$ cat config.mk
export PLATFORM = sky130hd
export DESIGN_NAME = mac_operand_feeder_flat
export DESIGN_NICKNAME = d
export VERILOG_FILES = /design/src/rtl/mac_operand_feeder_pkg.sv /design/src/rtl/mac_operand_feeder_if.sv /design/src/rtl/mac_operand_feeder_fifo.sv /design/src/rtl/mac_operand_feeder.sv /design/src/flat_wrapper.sv
export SDC_FILE = /design/constraint.sdc
export NUM_CORES = 1
export LEC_CHECK = 0
export CORE_AREA = 2 2 110 112
export DETAILED_ROUTE_END_ITERATION = 7
export DIE_AREA = 0 0 112 114
export HOLD_SLACK_MARGIN = 0.05
export MAX_ROUTING_LAYER = met4
export PLACE_DENSITY_LB_ADDON = 0.08
export SLEW_MARGIN = 20
export SYNTH_ARGS = -nofsm -noshare
export SYNTH_HDL_FRONTEND = slang
export SYNTH_HIERARCHICAL = 1
export SYNTH_SLANG_ARGS = --single-unit
$ cat constraint.sdc
create_clock -name clk -period 3.7 [get_ports clk]
set_input_delay 0.555 -clock clk [delete_from_list [all_inputs] [get_ports clk]]
set_output_delay 0.555 -clock clk [all_outputs]
set_load 0.01 [all_outputs]
$ cat src/rtl/mac_operand_feeder_pkg.sv
`default_nettype none
// ============================================================================
// Module      : mac_feed_pkg
// Description : Shared state encoding and helpers for the MAC operand feeder.
// Revision    : 1.0 - initial release
// ============================================================================
package mac_feed_pkg;

    localparam int DATA_W_DEFAULT = 8;

    typedef enum logic [2:0] {
        IDLE  = 3'd0,
        CLEAR = 3'd1,
        RUN   = 3'd2,
        DRAIN = 3'd3,
        DONE  = 3'd4
    } feed_state_t;

    function automatic int max_int(input int a, input int b);
        return (a > b) ? a : b;
    endfunction

endpackage
`default_nettype wire

$ cat src/rtl/mac_operand_feeder_if.sv
`default_nettype none
// ============================================================================
// Module      : mac_operand_feeder_if
// Description : Host write / MAC drive bundle for the operand feeder.
// Revision    : 1.0 - initial release
// ============================================================================
interface mac_operand_feeder_if #(
    parameter int DATA_W = 8
);
    logic              a_wr;
    logic [DATA_W-1:0] a_data;
    logic              b_wr;
    logic [DATA_W-1:0] b_data;
    logic              start;
    logic              a_full;
    logic              b_full;
    logic              busy;
    logic              done;
    logic              Clr;
    logic              En;
    logic [DATA_W-1:0] Ain;
    logic [DATA_W-1:0] Bin;

    // master = host side, slave = feeder side
    modport master (
        output a_wr, a_data, b_wr, b_data, start,
        input  a_full, b_full, busy, done, Clr, En, Ain, Bin
    );

    modport slave (
        input  a_wr, a_data, b_wr, b_data, start,
        output a_full, b_full, busy, done, Clr, En, Ain, Bin
    );
endinterface
`default_nettype wire

$ cat src/rtl/mac_operand_feeder_fifo.sv
`default_nettype none
// ============================================================================
// Module      : sync_fifo
// Description : Single-clock first-word-fall-through FIFO; drops writes when full.
// Revision    : 1.0 - initial release
// ============================================================================
module sync_fifo #(
    parameter int DEPTH  = 8,
    parameter int DATA_W = 8
) (
    input  wire logic              clk,
    input  wire logic              rst,
    input  wire logic              wr,
    input  wire logic              rd,
    input  wire logic [DATA_W-1:0] din,
    output logic      [DATA_W-1:0] dout,
    output logic                   full,
    output logic                   empty
);

    localparam int c_AW = $clog2(DEPTH);
    localparam logic [c_AW:0] c_PTR_ONE = {{c_AW{1'b0}}, 1'b1};

    logic [DATA_W-1:0] r_mem [DEPTH];
    logic [c_AW:0]     r_wr_ptr;
    logic [c_AW:0]     r_rd_ptr;
    logic              w_push;
    logic              w_pop;

    assign w_push = wr && !full;
    assign w_pop  = rd && !empty;

    // Extra pointer MSB separates the full case from the empty case
    assign empty = (r_wr_ptr == r_rd_ptr);
    assign full  = (r_wr_ptr[c_AW] != r_rd_ptr[c_AW]) &&
                   (r_wr_ptr[c_AW-1:0] == r_rd_ptr[c_AW-1:0]);
    assign dout  = r_mem[r_rd_ptr[c_AW-1:0]];

    always_ff @(posedge clk) begin
        if (rst) begin
            r_wr_ptr <= '0;
            r_rd_ptr <= '0;
        end else begin
            if (w_push) r_wr_ptr <= r_wr_ptr + c_PTR_ONE;
            if (w_pop)  r_rd_ptr <= r_rd_ptr + c_PTR_ONE;
        end
    end

    always_ff @(posedge clk) begin
        if (w_push) r_mem[r_wr_ptr[c_AW-1:0]] <= din;
    end

endmodule
`default_nettype wire

$ cat src/rtl/mac_operand_feeder.sv
`default_nettype none
// ============================================================================
// Module      : mac_operand_feeder
// Description : Buffers two operand vectors and replays them into the MAC as
//               clear / enable burst / drain / done framed runs.
// Revision    : 1.0 - initial release
// ============================================================================
module mac_operand_feeder
    import mac_feed_pkg::*;
#(
    parameter int DEPTH     = 8,
    parameter int DATA_W    = DATA_W_DEFAULT,
    parameter int DRAIN_CYC = 3
) (
    input  wire logic             clk,
    input  wire logic             rst,
    mac_operand_feeder_if.slave   bus
);

    localparam int c_CNT_W = max_int($clog2(DEPTH) + 1, $clog2(DRAIN_CYC + 1));
    localparam logic [c_CNT_W-1:0] c_RUN_LAST   = c_CNT_W'(DEPTH - 1);
    localparam logic [c_CNT_W-1:0] c_DRAIN_LAST = c_CNT_W'((DRAIN_CYC > 0) ? DRAIN_CYC - 1 : 0);
    localparam logic [c_CNT_W-1:0] c_CNT_ONE    = c_CNT_W'(1);

    feed_state_t       r_state;
    feed_state_t       w_state_nxt;
    logic [c_CNT_W-1:0] r_cnt;

    logic              r_clr;
    logic              r_en;
    logic              r_done;
    logic              r_busy;
    logic [DATA_W-1:0] r_ain;
    logic [DATA_W-1:0] r_bin;

    logic              w_a_full;
    logic              w_b_full;
    logic              w_a_empty;
    logic              w_b_empty;
    logic [DATA_W-1:0] w_a_dout;
    logic [DATA_W-1:0] w_b_dout;
    logic              w_wr_ok;
    logic              w_pop;

    assign w_wr_ok = (r_state == IDLE);
    // Pop on every edge entering a RUN cycle so the registered pair lines up with En
    assign w_pop   = (w_state_nxt == RUN);

    sync_fifo #(.DEPTH(DEPTH), .DATA_W(DATA_W)) u_fifo_a (
        .clk   (clk),
        .rst   (rst),
        .wr    (bus.a_wr && w_wr_ok),
        .rd    (w_pop),
        .din   (bus.a_data),
        .dout  (w_a_dout),
        .full  (w_a_full),
        .empty (w_a_empty)
    );

    sync_fifo #(.DEPTH(DEPTH), .DATA_W(DATA_W)) u_fifo_b (
        .clk   (clk),
        .rst   (rst),
        .wr    (bus.b_wr && w_wr_ok),
        .rd    (w_pop),
        .din   (bus.b_data),
        .dout  (w_b_dout),
        .full  (w_b_full),
        .empty (w_b_empty)
    );

    always_comb begin
        w_state_nxt = r_state;
        case (r_state)
            IDLE:  if (bus.start && w_a_full && w_b_full) w_state_nxt = CLEAR;
            CLEAR: w_state_nxt = RUN;
            RUN:   if (r_cnt == c_RUN_LAST) w_state_nxt = (DRAIN_CYC == 0) ? DONE : DRAIN;
            DRAIN: if (r_cnt == c_DRAIN_LAST) w_state_nxt = DONE;
            DONE:  w_state_nxt = IDLE;
            default: w_state_nxt = IDLE;
        endcase
    end

    always_ff @(posedge clk) begin
        if (rst) begin
            r_state <= IDLE;
            r_cnt   <= '0;
            r_clr   <= 1'b0;
            r_en    <= 1'b0;
            r_done  <= 1'b0;
            r_busy  <= 1'b0;
            r_ain   <= '0;
            r_bin   <= '0;
        end else begin
            r_state <= w_state_nxt;
            // Counter restarts on every state change and only runs in RUN/DRAIN
            if ((w_state_nxt == r_state) && (r_state == RUN || r_state == DRAIN))
                r_cnt <= r_cnt + c_CNT_ONE;
            else
                r_cnt <= '0;
            r_clr  <= (w_state_nxt == CLEAR);
            r_en   <= (w_state_nxt == RUN);
            r_done <= (w_state_nxt == DONE);
            r_busy <= (w_state_nxt != IDLE);
            r_ain  <= (w_state_nxt == RUN) ? w_a_dout : '0;
            r_bin  <= (w_state_nxt == RUN) ? w_b_dout : '0;
        end
    end

    assign bus.a_full = w_a_full;
    assign bus.b_full = w_b_full;
    assign bus.busy   = r_busy;
    assign bus.done   = r_done;
    assign bus.Clr    = r_clr;
    assign bus.En     = r_en;
    assign bus.Ain    = r_ain;
    assign bus.Bin    = r_bin;

endmodule
`default_nettype wire
$ cat src/flat_wrapper.sv
// flat-port wrapper written by rule: the top's interface ports become plain ports
module mac_operand_feeder_flat import mac_feed_pkg::*;
#(
    parameter int DEPTH     = 8,
    parameter int DATA_W    = DATA_W_DEFAULT,
    parameter int DRAIN_CYC = 3
)
  (clk, rst, bus_a_wr, bus_a_data, bus_b_wr, bus_b_data, bus_start, bus_a_full, bus_b_full, bus_busy, bus_done, bus_Clr, bus_En, bus_Ain, bus_Bin);
  mac_operand_feeder_if #(.DATA_W(DATA_W)) bus_i ();
  input  wire logic clk;
  input  wire logic rst;
  input wire logic [$bits(bus_i.a_wr)-1:0] bus_a_wr;
  input wire logic [$bits(bus_i.a_data)-1:0] bus_a_data;
  input wire logic [$bits(bus_i.b_wr)-1:0] bus_b_wr;
  input wire logic [$bits(bus_i.b_data)-1:0] bus_b_data;
  input wire logic [$bits(bus_i.start)-1:0] bus_start;
  output wire logic [$bits(bus_i.a_full)-1:0] bus_a_full;
  output wire logic [$bits(bus_i.b_full)-1:0] bus_b_full;
  output wire logic [$bits(bus_i.busy)-1:0] bus_busy;
  output wire logic [$bits(bus_i.done)-1:0] bus_done;
  output wire logic [$bits(bus_i.Clr)-1:0] bus_Clr;
  output wire logic [$bits(bus_i.En)-1:0] bus_En;
  output wire logic [$bits(bus_i.Ain)-1:0] bus_Ain;
  output wire logic [$bits(bus_i.Bin)-1:0] bus_Bin;
  assign bus_i.a_wr = bus_a_wr;
  assign bus_i.a_data = bus_a_data;
  assign bus_i.b_wr = bus_b_wr;
  assign bus_i.b_data = bus_b_data;
  assign bus_i.start = bus_start;
  assign bus_a_full = bus_i.a_full;
  assign bus_b_full = bus_i.b_full;
  assign bus_busy = bus_i.busy;
  assign bus_done = bus_i.done;
  assign bus_Clr = bus_i.Clr;
  assign bus_En = bus_i.En;
  assign bus_Ain = bus_i.Ain;
  assign bus_Bin = bus_i.Bin;
  mac_operand_feeder #(.DEPTH(DEPTH), .DATA_W(DATA_W), .DRAIN_CYC(DRAIN_CYC)) u_core (.clk(clk), .rst(rst), .bus(bus_i));
endmodule
==> summary.txt <==
Route
  • First drt pass iteration count: 5
  • Met1 Routed Length: 5.81 mm
  • Starting DRT DRC Count: 159
  • WL met2: 6.62 mm
  • DR WL/cell: 20.6 µm
  • Via density: 6.02
  • Top sig layer: met4
  • Met3 wire len: 626 µm
  • Post-route ant nets: 0
  • DRC Markers: 0
  • Vias: 3881
  • Total Wirelength: 13.3 mm

Min path
  • Min-Delay Endpoint: u_core/r_cnt[0]
  • Critical hold path startpoint: u_core/r_cnt[0]
  • Worst Hold Depth: 1
  • Worst hold path type: flop to flop

Clocking
  • Clock root buffer: clkbuf_16
  • Post-CTS Setup Bufs: 0
  • CTS max path bufs: 2
  • Post-cts gate resize count: 0
  • CTS clk-pin slew, worst paths: 0.06 ns
  • CTS buffer count: 17
  • Hold bufs inserted after CTS: 0
  • CTS tree: yes
  • H-tree levels: 4
  • Num Clock Sinks: 177
  • Clock Latency Late Sink: 0.42 ns

Synth
  • Yosys warnings: 6
  • Syn_area_per_cell: 16.7 µm²
  • Mapped Cells: 437
  • Syn nets: 464
  • Synth Cell Area: 7280 µm²

Timing
  • Period Utilization, post-route: 74.5%
  • Fin Setup TNS: 0 ns
  • Final Hold Viols: 0
  • Max Clock Freq: 363 MHz
  • RSZ-0062 raised after global routing: false
  • Relative slew slack: 27.2%
  • Setup violators final: 0
  • Worst Tran Pin Value: 1.09 ns
  • Clk_skew: 0.00603 ns
  • Final min period: 2.75 ns
  • Final Slew Violations: 0

Place
  • Placer Congestion: 0.777
  • Final HPWL DP: 8.37 mm
  • PortBufs: 42

Setup path
  • Crit Path Category: flop to output pin
  • Worst reg-to-reg setup slack: 1.04 ns
  • Worst r2r src: u_core/r_cnt[0]
  • CP Max Fanout: 12
  • R2R cell count: 7
  • Reg-to-reg critical path endpoint: u_core/u_fifo_b/r_rd_ptr[2]
  • Crit. End Element: output pin
  • Critical Path RT: 3.14 ns
  • CP Launch Type: flop
  • Critical Path AT: 2.20 ns

Floorplan
  • Die width: 112 µm
  • # IOs: 43
  • Initial Util: 62.2%
  • Die area: 12800 µm²
  • Row count: 40
  • Die Ht: 114 µm
  • Core area: 11700 µm²

Power and ir drop
  • VDD IR max: 0.000313 V
  • Pwr Total: 4.15 mW
  • PwrDens: 488 nW/µm²
  • Lkg Pwr: 2.89 nW

Global route
  • Total congestion overflow: 0
  • First-pass GRT wire length: 21.1 mm
  • Vias in the first global route: 4005
  • GRT Util Overall: 22.9%
  • Pin count of the biggest net entering global routing: 25
  • Initial antenna violation count: 0

Final layout
  • Final nets: 513
  • Layout cells sized above 1: 23.9%
  • Area growth from synthesis to layout: 16.8%
  • Antenna Cells: 0

Job
  • Max Cap Viol: 0

Outcome
  • Status: complete, no violations
## metrics by stage
| step | hold slack [ns] | cells | instance area [µm²] | setup WS [ns] | util [%] |
|---|---|---|---|---|---|
| final | 0.497 | 645 | 8500 | 0.945 | 72.6 |
| after global routing | 0.521 | 645 | 8500 | 0.803 | 72.6 |
| after detailed placement | 0.494 | 614 | 7900 | 1.07 | 67.4 |
| after floorplan | 0.454 | 437 | 7280 | 1.38 | - |
| after global placement | 0.467 | 614 | 7900 | 1.10 | 67.4 |
| after CTS | 0.503 | 645 | 8500 | 0.934 | 72.6 |
## per-layer routing
| layer | GRT usage [%] | vias up |
|---|---|---|
| met3 | 4.94 | 20 |
| met4 | 8.21 | 0 |
| met1 | 30.0 | 1970 |
| li1 | - | 1804 |
| met5 | - | - |
| met2 | 36.4 | 87 |
## worst max path at each step
| stage | start | endpoint | slack, ns | depth (start not counted) |
|---|---|---|---|---|
| after floorplan | u_core/r_state[0] | u_core/u_fifo_a/r_mem[3][0] | 1.38 | 5 |
| after global placement | bus_a_wr | u_core/u_fifo_a/r_mem[3][3] | 1.10 | 4 |
| after detailed placement | bus_a_wr | u_core/u_fifo_a/r_mem[3][4] | 1.07 | 4 |
| after CTS | u_core/u_fifo_a/r_wr_ptr[1] | bus_a_full | 0.93 | 3 |
| after global routing | u_core/u_fifo_a/r_wr_ptr[1] | bus_a_full | 0.80 | 3 |
| final | u_core/u_fifo_a/r_wr_ptr[1] | bus_a_full | 0.95 | 3 |
## cells in the final DEF (no fill, tap or decap), types with 2 or more instances in the layout
| cell | count |
|---|---|
| a21oi_1 | 2 |
| buf_4 | 15 |
| bufinv_16 | 3 |
| or2_2 | 2 |
| nor3_1 | 9 |
| a211o_1 | 2 |
| nand4_1 | 4 |
| nor3b_1 | 7 |
| nor4b_2 | 6 |
| clkinv_4 | 2 |
| nand2_1 | 10 |
| mux2_1 | 6 |
| inv_6 | 5 |
| a311o_1 | 2 |
| nor2b_1 | 15 |
| a41oi_1 | 5 |
| ha_1 | 6 |
| nor4_1 | 2 |
| o311ai_0 | 2 |
| nor2_1 | 12 |
| clkdlybuf4s50_1 | 42 |
| edfxtp_1 | 128 |
| nor4_2 | 4 |
| and4_1 | 2 |
| mux2_2 | 24 |
| and3_1 | 17 |
| nand3b_1 | 3 |
| xor2_1 | 9 |
| mux4_2 | 32 |
| o41a_1 | 4 |
| clkinvlp_4 | 3 |
| mux2i_1 | 8 |
| nand2b_1 | 12 |
| xnor2_1 | 9 |
| nand3_1 | 3 |
| and2_1 | 3 |
| dfxtp_1 | 49 |
| clkbuf_16 | 17 |
## area by class of cell
| cell class | count | area [µm²] |
|---|---|---|
| timing repair buffer | 57 | 533 |
| clock buffer | 17 | 425 |
| tap | 147 | 184 |
| multi-input combinational | 232 | 2350 |
| clock inverter | 14 | 179 |
| sequential | 177 | 4820 |
| inverter | 1 | 3.75 |
| fill | 741 | 3210 |
## critical path, stage by stage, from the launching register on
cell and delay, ns:
dfxtp_1 0.62, xor2_1 0.20, nor4_2 0.34, clkdlybuf4s50_1 0.62
## power by group
part           switching (mW)  internal (mW)  leakage [nW]  total (mW)
combinational          0.0808         0.0706          1.05       0.151
sequential             0.0244           2.17          1.56        2.19
clock                   0.742           1.07         0.287        1.81
## sequential cells by signal, indices dropped and copies added (netlist names), named ones only
register                  count
u_core/u_fifo_a/r_wr_ptr      4
u_core/bus.Clr                1
u_core/bus.En                 1
u_core/r_cnt                  4
u_core/u_fifo_a/r_mem        64
u_core/bus.Bin                8
u_core/u_fifo_a/r_rd_ptr      4
u_core/u_fifo_b/r_rd_ptr      4
u_core/r_state                3
u_core/u_fifo_b/r_mem        64
u_core/bus.busy               1
u_core/bus.done               1
u_core/u_fifo_b/r_wr_ptr      4
u_core/bus.Ain                8
No activity file was read; power rests on OpenSTA's default activity.
